## config.mk

```make
export PLATFORM = sky130hd
export DESIGN_NAME = crop_video_window
export DESIGN_NICKNAME = d
export VERILOG_FILES = /design/src/rtl/crop_video_window.sv
export SDC_FILE = /design/constraint.sdc
export NUM_CORES = 1
export LEC_CHECK = 0
export CAP_MARGIN = 20
export CELL_PAD_IN_SITES_DETAIL_PLACEMENT = 1
export CELL_PAD_IN_SITES_GLOBAL_PLACEMENT = 1
export CORE_ASPECT_RATIO = 0.8
export CORE_MARGIN = 1
export CORE_UTILIZATION = 35
export DETAILED_ROUTE_END_ITERATION = 8
export GPL_TIMING_DRIVEN = 0
export PLACE_DENSITY_LB_ADDON = 0.1
export SYNTH_ARGS = -nofsm -noshare
export SYNTH_HDL_FRONTEND = slang
export SYNTH_SLANG_ARGS = --single-unit
```

## constraint.sdc

```tcl
create_clock -name clk -period 4.7 [get_ports clk]
set_input_delay 0.94 -clock clk [delete_from_list [all_inputs] [get_ports clk]]
set_output_delay 0.94 -clock clk [all_outputs]
set_load 0.05 [all_outputs]
```

## src/rtl/crop_video_window.sv

```systemverilog
// Purpose    : streaming crop of a one-pixel-per-beat video stream to a rectangle, with SOF/EOL regenerated.
// Latency    : 1 cycle from input accept to m_tvalid (single output register stage).
// Backpressure: s_tready = !m_tvalid || m_tready; the m_* outputs hold while stalled; 1 beat/cycle when m_tready=1.
//
// Ports:
//   clk, rst                 rising-edge clock, asynchronous active-low reset
//   crop_x/y/width/height    crop rectangle, sampled on each accepted SOF beat
//   s_tdata/tvalid/tready    input pixel stream; s_tuser = SOF, s_tlast = EOL
//   s_tuser/tlast
//   m_tdata/tvalid/tready    cropped pixel stream; m_tuser = SOF, m_tlast = EOL
//   m_tuser/tlast
//   frame_empty              one-cycle pulse at a SOF when the frame just ended kept no pixels
module crop_video_window #(
    parameter int DATA_W = 24,
    parameter int DIM_W  = 16
) (
    input  logic              clk,
    input  logic              rst,
    input  logic [DIM_W-1:0]  crop_x,
    input  logic [DIM_W-1:0]  crop_y,
    input  logic [DIM_W-1:0]  crop_width,
    input  logic [DIM_W-1:0]  crop_height,
    input  logic [DATA_W-1:0] s_tdata,
    input  logic              s_tvalid,
    output logic              s_tready,
    input  logic              s_tuser,
    input  logic              s_tlast,
    output logic [DATA_W-1:0] m_tdata,
    output logic              m_tvalid,
    input  logic              m_tready,
    output logic              m_tuser,
    output logic              m_tlast,
    output logic              frame_empty
);

    typedef enum logic {
        WAIT_SOF = 1'b0,
        ACTIVE   = 1'b1
    } state_t;

    localparam logic [DIM_W-1:0] DIM_MAX = '1;
    localparam logic [DIM_W-1:0] ONE_D   = 1;
    localparam logic [DIM_W:0]   ONE_E   = 1;

    state_t            state_q, state_d;
    logic [DIM_W-1:0]  x_q, y_q;
    logic [DIM_W-1:0]  sh_x, sh_y, sh_w, sh_h;
    logic              pend_q;      // first kept beat of the frame still owes m_tuser
    logic              any_q;       // current frame has kept at least one beat

    logic              accept, sof, process, keep, kept, at_x_end;
    logic [DIM_W-1:0]  eff_x, eff_y, eff_w, eff_h;
    logic [DIM_W-1:0]  cur_x, cur_y, x_inc, y_inc;
    logic [DIM_W:0]    x_end, y_end;

    assign s_tready = !m_tvalid || m_tready;
    assign accept   = s_tvalid && s_tready;
    assign sof      = accept && s_tuser;
    // Beats before the first SOF are swallowed; the SOF beat itself is processed.
    assign process  = accept && ((state_q == ACTIVE) || s_tuser);

    // The SOF beat sees the live config; the rest of the frame sees the copy taken at SOF.
    assign eff_x = s_tuser ? crop_x      : sh_x;
    assign eff_y = s_tuser ? crop_y      : sh_y;
    assign eff_w = s_tuser ? crop_width  : sh_w;
    assign eff_h = s_tuser ? crop_height : sh_h;

    // SOF forces this beat to (0,0), which also resyncs a SOF arriving mid-frame.
    assign cur_x = s_tuser ? '0 : x_q;
    assign cur_y = s_tuser ? '0 : y_q;

    // One extra bit so crop_x+crop_width cannot wrap; zero width/height gives an empty range.
    assign x_end = {1'b0, eff_x} + {1'b0, eff_w};
    assign y_end = {1'b0, eff_y} + {1'b0, eff_h};

    assign keep = ({1'b0, cur_x} >= {1'b0, eff_x}) && ({1'b0, cur_x} < x_end) &&
                  ({1'b0, cur_y} >= {1'b0, eff_y}) && ({1'b0, cur_y} < y_end);
    assign kept     = process && keep;
    assign at_x_end = ({1'b0, cur_x} == (x_end - ONE_E));

    // Counters stick at all-ones instead of wrapping back into the window.
    assign x_inc = (cur_x == DIM_MAX) ? DIM_MAX : cur_x + ONE_D;
    assign y_inc = (cur_y == DIM_MAX) ? DIM_MAX : cur_y + ONE_D;

    always_comb begin
        state_d = state_q;
        if (sof) begin
            state_d = ACTIVE;
        end
    end

    always_ff @(posedge clk or negedge rst) begin
        if (!rst) begin
            state_q     <= WAIT_SOF;
            x_q         <= '0;
            y_q         <= '0;
            sh_x        <= '0;
            sh_y        <= '0;
            sh_w        <= '0;
            sh_h        <= '0;
            pend_q      <= 1'b0;
            any_q       <= 1'b0;
            m_tvalid    <= 1'b0;
            m_tdata     <= '0;
            m_tuser     <= 1'b0;
            m_tlast     <= 1'b0;
            frame_empty <= 1'b0;
        end else begin
            state_q <= state_d;

            if (process) begin
                // EOL wins over SOF for x so a SOF+EOL beat is a one-pixel line.
                if (s_tlast) begin
                    x_q <= '0;
                    y_q <= y_inc;
                end else begin
                    x_q <= x_inc;
                    y_q <= cur_y;
                end
            end

            if (sof) begin
                sh_x <= crop_x;
                sh_y <= crop_y;
                sh_w <= crop_width;
                sh_h <= crop_height;
            end

            // Output register reloads whenever it is free or draining this cycle.
            if (s_tready) begin
                m_tvalid <= kept;
                if (kept) begin
                    m_tdata <= s_tdata;
                    m_tuser <= s_tuser || pend_q;
                    m_tlast <= at_x_end || s_tlast;
                end
            end

            if (sof) begin
                pend_q <= !kept;
            end else if (kept) begin
                pend_q <= 1'b0;
            end

            // No previous frame exists before the first SOF, hence the ACTIVE qualifier.
            frame_empty <= sof && (state_q == ACTIVE) && !any_q;
            if (sof) begin
                any_q <= kept;
            end else if (kept) begin
                any_q <= 1'b1;
            end
        end
    end

endmodule
```

[Word level (Yosys, flattened, before mapping)]
Cells that the tools add are included.
Cells by class
  $lt $le $gt $ge: 4
  reduce and logical (&&, ||, !) cells: 18
  equal/unequal tests: 3
  multiplexer cells: 14
  add/sub/neg operators: 5
Operator list (number)
  $mux W16: 10
  $add A16 B16 Y17: 2
  $lt A16 B17 Y1: 2
  $add A16 B1 Y16 const B: 2
  $eq A16 B16 Y1 const B: 2
  $ge A16 B16 Y1: 2
  $eq A16 B17 Y1: 1
  $sub A17 B1 Y17 const B: 1
  $logic_and A1 B1 Y1: 9
  $logic_or A1 B1 Y1: 4
  $mux W1: 4
  $logic_not A1 Y1: 3
  $reduce_and A2 Y1: 1
  $reduce_bool A2 Y1: 1
Storage, ports and cells
  input bits: 94
  flip-flop bits (word level): 127
  word-level logic and storage cells: 58

[Logic depth before layout (Yosys ltp)]
  depth in word-level cells: 9
  mapped depth: 29
  mapped depth without buffers: 22

[Worst setup path before layout]
OpenSTA, ideal clock, no wires.
  path type: input to register
  start point: input port s_tuser
  end point: register m_tdata[16]
  buffers on the path: 8
  cell stages on the path: 29
  arrival: 7.019 ns
  setup slack: -2.444 ns
  setup time: 0.125 ns
  required time: 4.575 ns
  cells stage by stage: clkbuf_1 > clkbuf_1 > buf_1 > clkbuf_1 > clkbuf_1 > clkbuf_1 > mux2i_1 > inv_1 > ha_1 > a21o_1 > a21oi_1 > o21ai_0 > a21oi_1 > o21bai_1 > a211oi_1 > o21ai_0 > a31o_2 > a21oi_1 > xor2_1 > ha_1 > o21ai_0 > a21oi_1 > a2111oi_0 > o21ai_0 > o211ai_1 > and4_1 > buf_6 > buf_6 > mux2_4
On the way
  longest elaborated chain between the ends: 8
RTL lines
  from (decl): RTL line 26  | input logic s_tuser,
  $mux W16 (on tied branches): RTL line 63, 65
  $add A16 B16 Y17: RTL line 73  | assign x_end = {1'b0, eff_x} + {1'b0, eff_w};
  $lt A16 B17 Y1: RTL line 76  | assign keep = ({1'b0, cur_x} >= {1'b0, eff_x}) && ({1'b0, cur_x} < x_end) &&
  $logic_and A1 B1 Y1 (2 in series): RTL line 76
  $logic_and A1 B1 Y1: RTL line 77  | ({1'b0, cur_y} >= {1'b0, eff_y}) && ({1'b0, cur_y} < y_end);
  $logic_and A1 B1 Y1 (*): RTL line 78  | assign kept = process && keep;
  $reduce_and A2 Y1 (no line) (*)
  to (signal assigned): RTL line 133  | m_tdata <= s_tdata;
  to (decl): RTL line 28  | output logic [DATA_W-1:0] m_tdata,
Every way passes the cells marked *; elsewhere a longest branch is shown, timed or not.
A chain may end at the register's enable or synchronous reset.

[Worst setup path in the final report]
  start point: input port s_tuser
  end point: register m_tdata[14]
Same word-level chain as after synthesis.

==> flow_summary.ini <==
[outcome]
status = complete, but fails checks
failed_checks = setup timing

[route]
finalWirelength_um = 30500
drc_errors = 0
first_pass_iters = 5
drt_iter0_drc = 341
viasPerCell = 5.36
wire_per_inst_um = 19.5
drt.antenna.violating_nets = 0
vias = 8355

[synth]
ys_ff_latch = 127
synth_edf_count = 0
yosys.area.top_type = dfrtp_1
synth.area.top_cells = dfrtp_1 32%, ha_1 12%, mux2_2 11%
synthFlopType = dfrtp_1
yosysTopAreaCellShare = 0.321
synth_cell_type_count = 85
ys_seq_area_frac = 0.321
synth_compound_area_frac = 0.159
synth.mux.area_fraction = 0.178
syn_area_per_cell_um2 = 9.81
yosys.area_share.simple = 0.131
yosysWarnings = 0
synthXorXnorAreaFrac = 0.0451
synthAdderAreaFrac = 0.125
netlist_area_mm2 = 0.00990
yosysMostFrequentCell = dfrtp_1
syn_inst = 1009
synth_top_family_by_area = multiplexers
synthArstFlopShare = 1.00
synthTopCellsByCount = 127 x dfrtp_1, 97 x mux2_2, 94 x ha_1, 68 x inv_1, 68 x nor2_1
syn_nets = 1199

[clocking]
cts.sinks = 127
clock_latency_ns = 0.43
ctsHoldBuffers = 0
tritoncts = yes
cts-root-buf = clkbuf_16
cts.clk_slew.worst_paths_ns = 0.06
htree_levels = 4
cts_buffers = 17
clockBufferDepth = 2

[sta]
fin_hold_ws_ns = 0.448
fmax_mhz = 191
timing.final.crit_period_ns = 5.23
slew_viol_final = 0
hold_viol_final = 0
slew_headroom = 0.342
grt_setup_unrepaired = yes
setup_ws_ns = -0.527
period_share = 1.11
finalSetupViolations = 29
skew_ns = 0.00795
tightest_slew_ns = 0.987

[floorplan]
num_io_pins = 123
design.core.area_mm2 = 0.0275
row_count = 54
initial_core_util = 0.360
die_width_um = 190
dieHeight_um = 152
dieArea_mm2 = 0.0290

[global_routing]
grtUsageMet2 = 0.315
antenna_found_initial = 0
grt_overflow = 0
grt_max_degree = 73
met3_usage = 0.0412
grt_usage = 0.213
gr-usage-met1 = 0.318
grt_pass1_vias = 8704
busiest_layer = met1
grt_pass1_wl_um = 48200

[worst_setup_path]
crit_path_frequent_cell = clkbuf_16
start_kind = input port
cp_max_fo = 10
rrSetupSlack_ns = 0.08
worstPathRequired_ns = 5.02
arrival_ns = 5.54
max_stage_delay_ns = 0.40
cpLargestDelayFamily = compound AO/OA/AOI/OAI gates
path_cells = clkbuf_16 > clkbuf_16 > buf_12 > mux2i_4 > inv_1 > ha_2 > nand3_2 > nor3_4 > buf_4 > o221a_1 > o21a_1 > xor2_4 > inv_1 > ha_1 > nand2_1 > a21oi_1 > a311o_1 > o2111ai_2 > and4_1 > buf_6 > clkbuf_16 > mux2_4
cpMaxStageDelayCell = ha_2
worstSetupPathType = input port to flip-flop
worst_setup_path_end_kind = flip-flop
cp_num_buf_inv = 8

[place]
dp.cells = 1495
place.gp.congestion = 0.815
place_ws_ns = -2.05
hpwl_um = 22700
numPortBuffers = 121

[hold_path]
hold_class = flip-flop to flip-flop

[cells_and_area]
nets = 1371
area_delta_synth_final_pct = 33.4
n_fill_cell = 3025
instances_no_fill = 1558
diodes = 0
drive_gt1_frac = 0.234
final_util = 0.480

[power]
power.leakage_nw = 5.87
ir_worst_vdd_mv = 0.250
total_power_w = 0.00459
power.density_mw_per_mm2 = 348

[flow_run]
drv_cap = 0
[registers in the layout (all words and copies together), names as in the netlist, 16 cells and up]
name and count:
x_q 16, sh_y 16, sh_h 16, sh_x 16, y_q 16, sh_w 16
m_tdata 24
[kinds of logic after synthesis]
kind of cell / Yosys count
flops: 127
fa+ha+maj: 98
xor+xnor: 47
mux: 155
buf+inv: 101
simple gates: 250
compound gates: 231
[cell type report]
| class | count | area, um2 | share of cell area |
|---|---|---|---|
| plain buffers | 30 | 308 | 0.0233 |
| clock buffers | 19 | 443 | 0.0335 |
| clock inverters | 13 | 236 | 0.0179 |
| inverters | 68 | 255 | 0.0193 |
| multi-input cells | 781 | 6780 | 0.514 |
| flip-flops and latches | 127 | 3180 | 0.241 |
| well taps | 364 | 455 | 0.0345 |
| repair buffers | 156 | 1550 | 0.117 |
[worst paths after layout]
check                      startpoint           to  depth (start not counted)
min reg2reg                     any_q  frame_empty                          1
min                             any_q  frame_empty                          1
max                           s_tuser  m_tdata[14]                         22
min in group asynchronous         rst     sh_w[12]                          1
max in group asynchronous         rst       x_q[1]                          2
max reg2reg                   sh_y[0]  m_tdata[14]                         24
[cell usage in the layout, fill, tap and decap left out, types with 10 or more instances in the layout]
| cell | count |
|---|---|
| dfrtp_1 | 127 |
| xor2_1 | 12 |
| nand2b_1 | 11 |
| a21oi_1 | 52 |
| clkbuf_1 | 12 |
| xnor2_1 | 29 |
| a211oi_1 | 10 |
| ha_1 | 84 |
| mux2i_1 | 21 |
| nand3_1 | 25 |
| o21ai_0 | 25 |
| a21o_1 | 24 |
| clkbuf_16 | 23 |
| nor2_1 | 65 |
| mux2_4 | 28 |
| mux2_2 | 93 |
| clkdlybuf4s50_1 | 119 |
| inv_1 | 63 |
| nor2b_1 | 31 |
| a31oi_1 | 11 |
| o21ai_1 | 10 |
| nand4_1 | 12 |
| nand2_1 | 43 |
| buf_4 | 29 |
[worst reg2reg max path, delay by kind of cell (launching register included)]
family	cells	cell delay, ns
AOI/OAI and AO/OA	9	1.64
and+or+nand+nor	6	0.70
adders and majority gates	3	0.66
muxes	2	0.59
buffers and inverters	3	0.39
DFF	1	0.37
xor gates and xnor gates	1	0.15
[report_power, final]
| group | leakage, nW | internal [W] | switching (W) |
|---|---|---|---|
| combinational | 3.97 | 0.000838 | 0.000939 |
| sequential | 1.59 | 0.00119 | 0.0000589 |
| clock | 0.316 | 0.00101 | 0.000554 |
[through the flow]
step | cell area (um2) | TNS, ns
2_1_floorplan | 10200 | -25.18
3_3_place_gp | 11900 | -429.59
3_5_place_dp | 11900 | -56.40
4_1_cts | 12800 | -17.70
5_1_grt | 13200 | -20.80
6_report | 13200 | -13.46
[what timing repair did]
action | CTS | global route
pin swaps | 9 | 22
buffers inserted | 15 | 17
gates resized for setup | 30 | 52
setup endpoints to repair | 29 | 29
gates cloned | 1 | 1
[routing by layer]
layer	vias to the layer above	share of wire
li1	4046	-
met4	0	0.0077
met1	4137	0.52
met3	16	0.046
met2	156	0.43
met5	-	0
(Power assumes the default switching activity.)
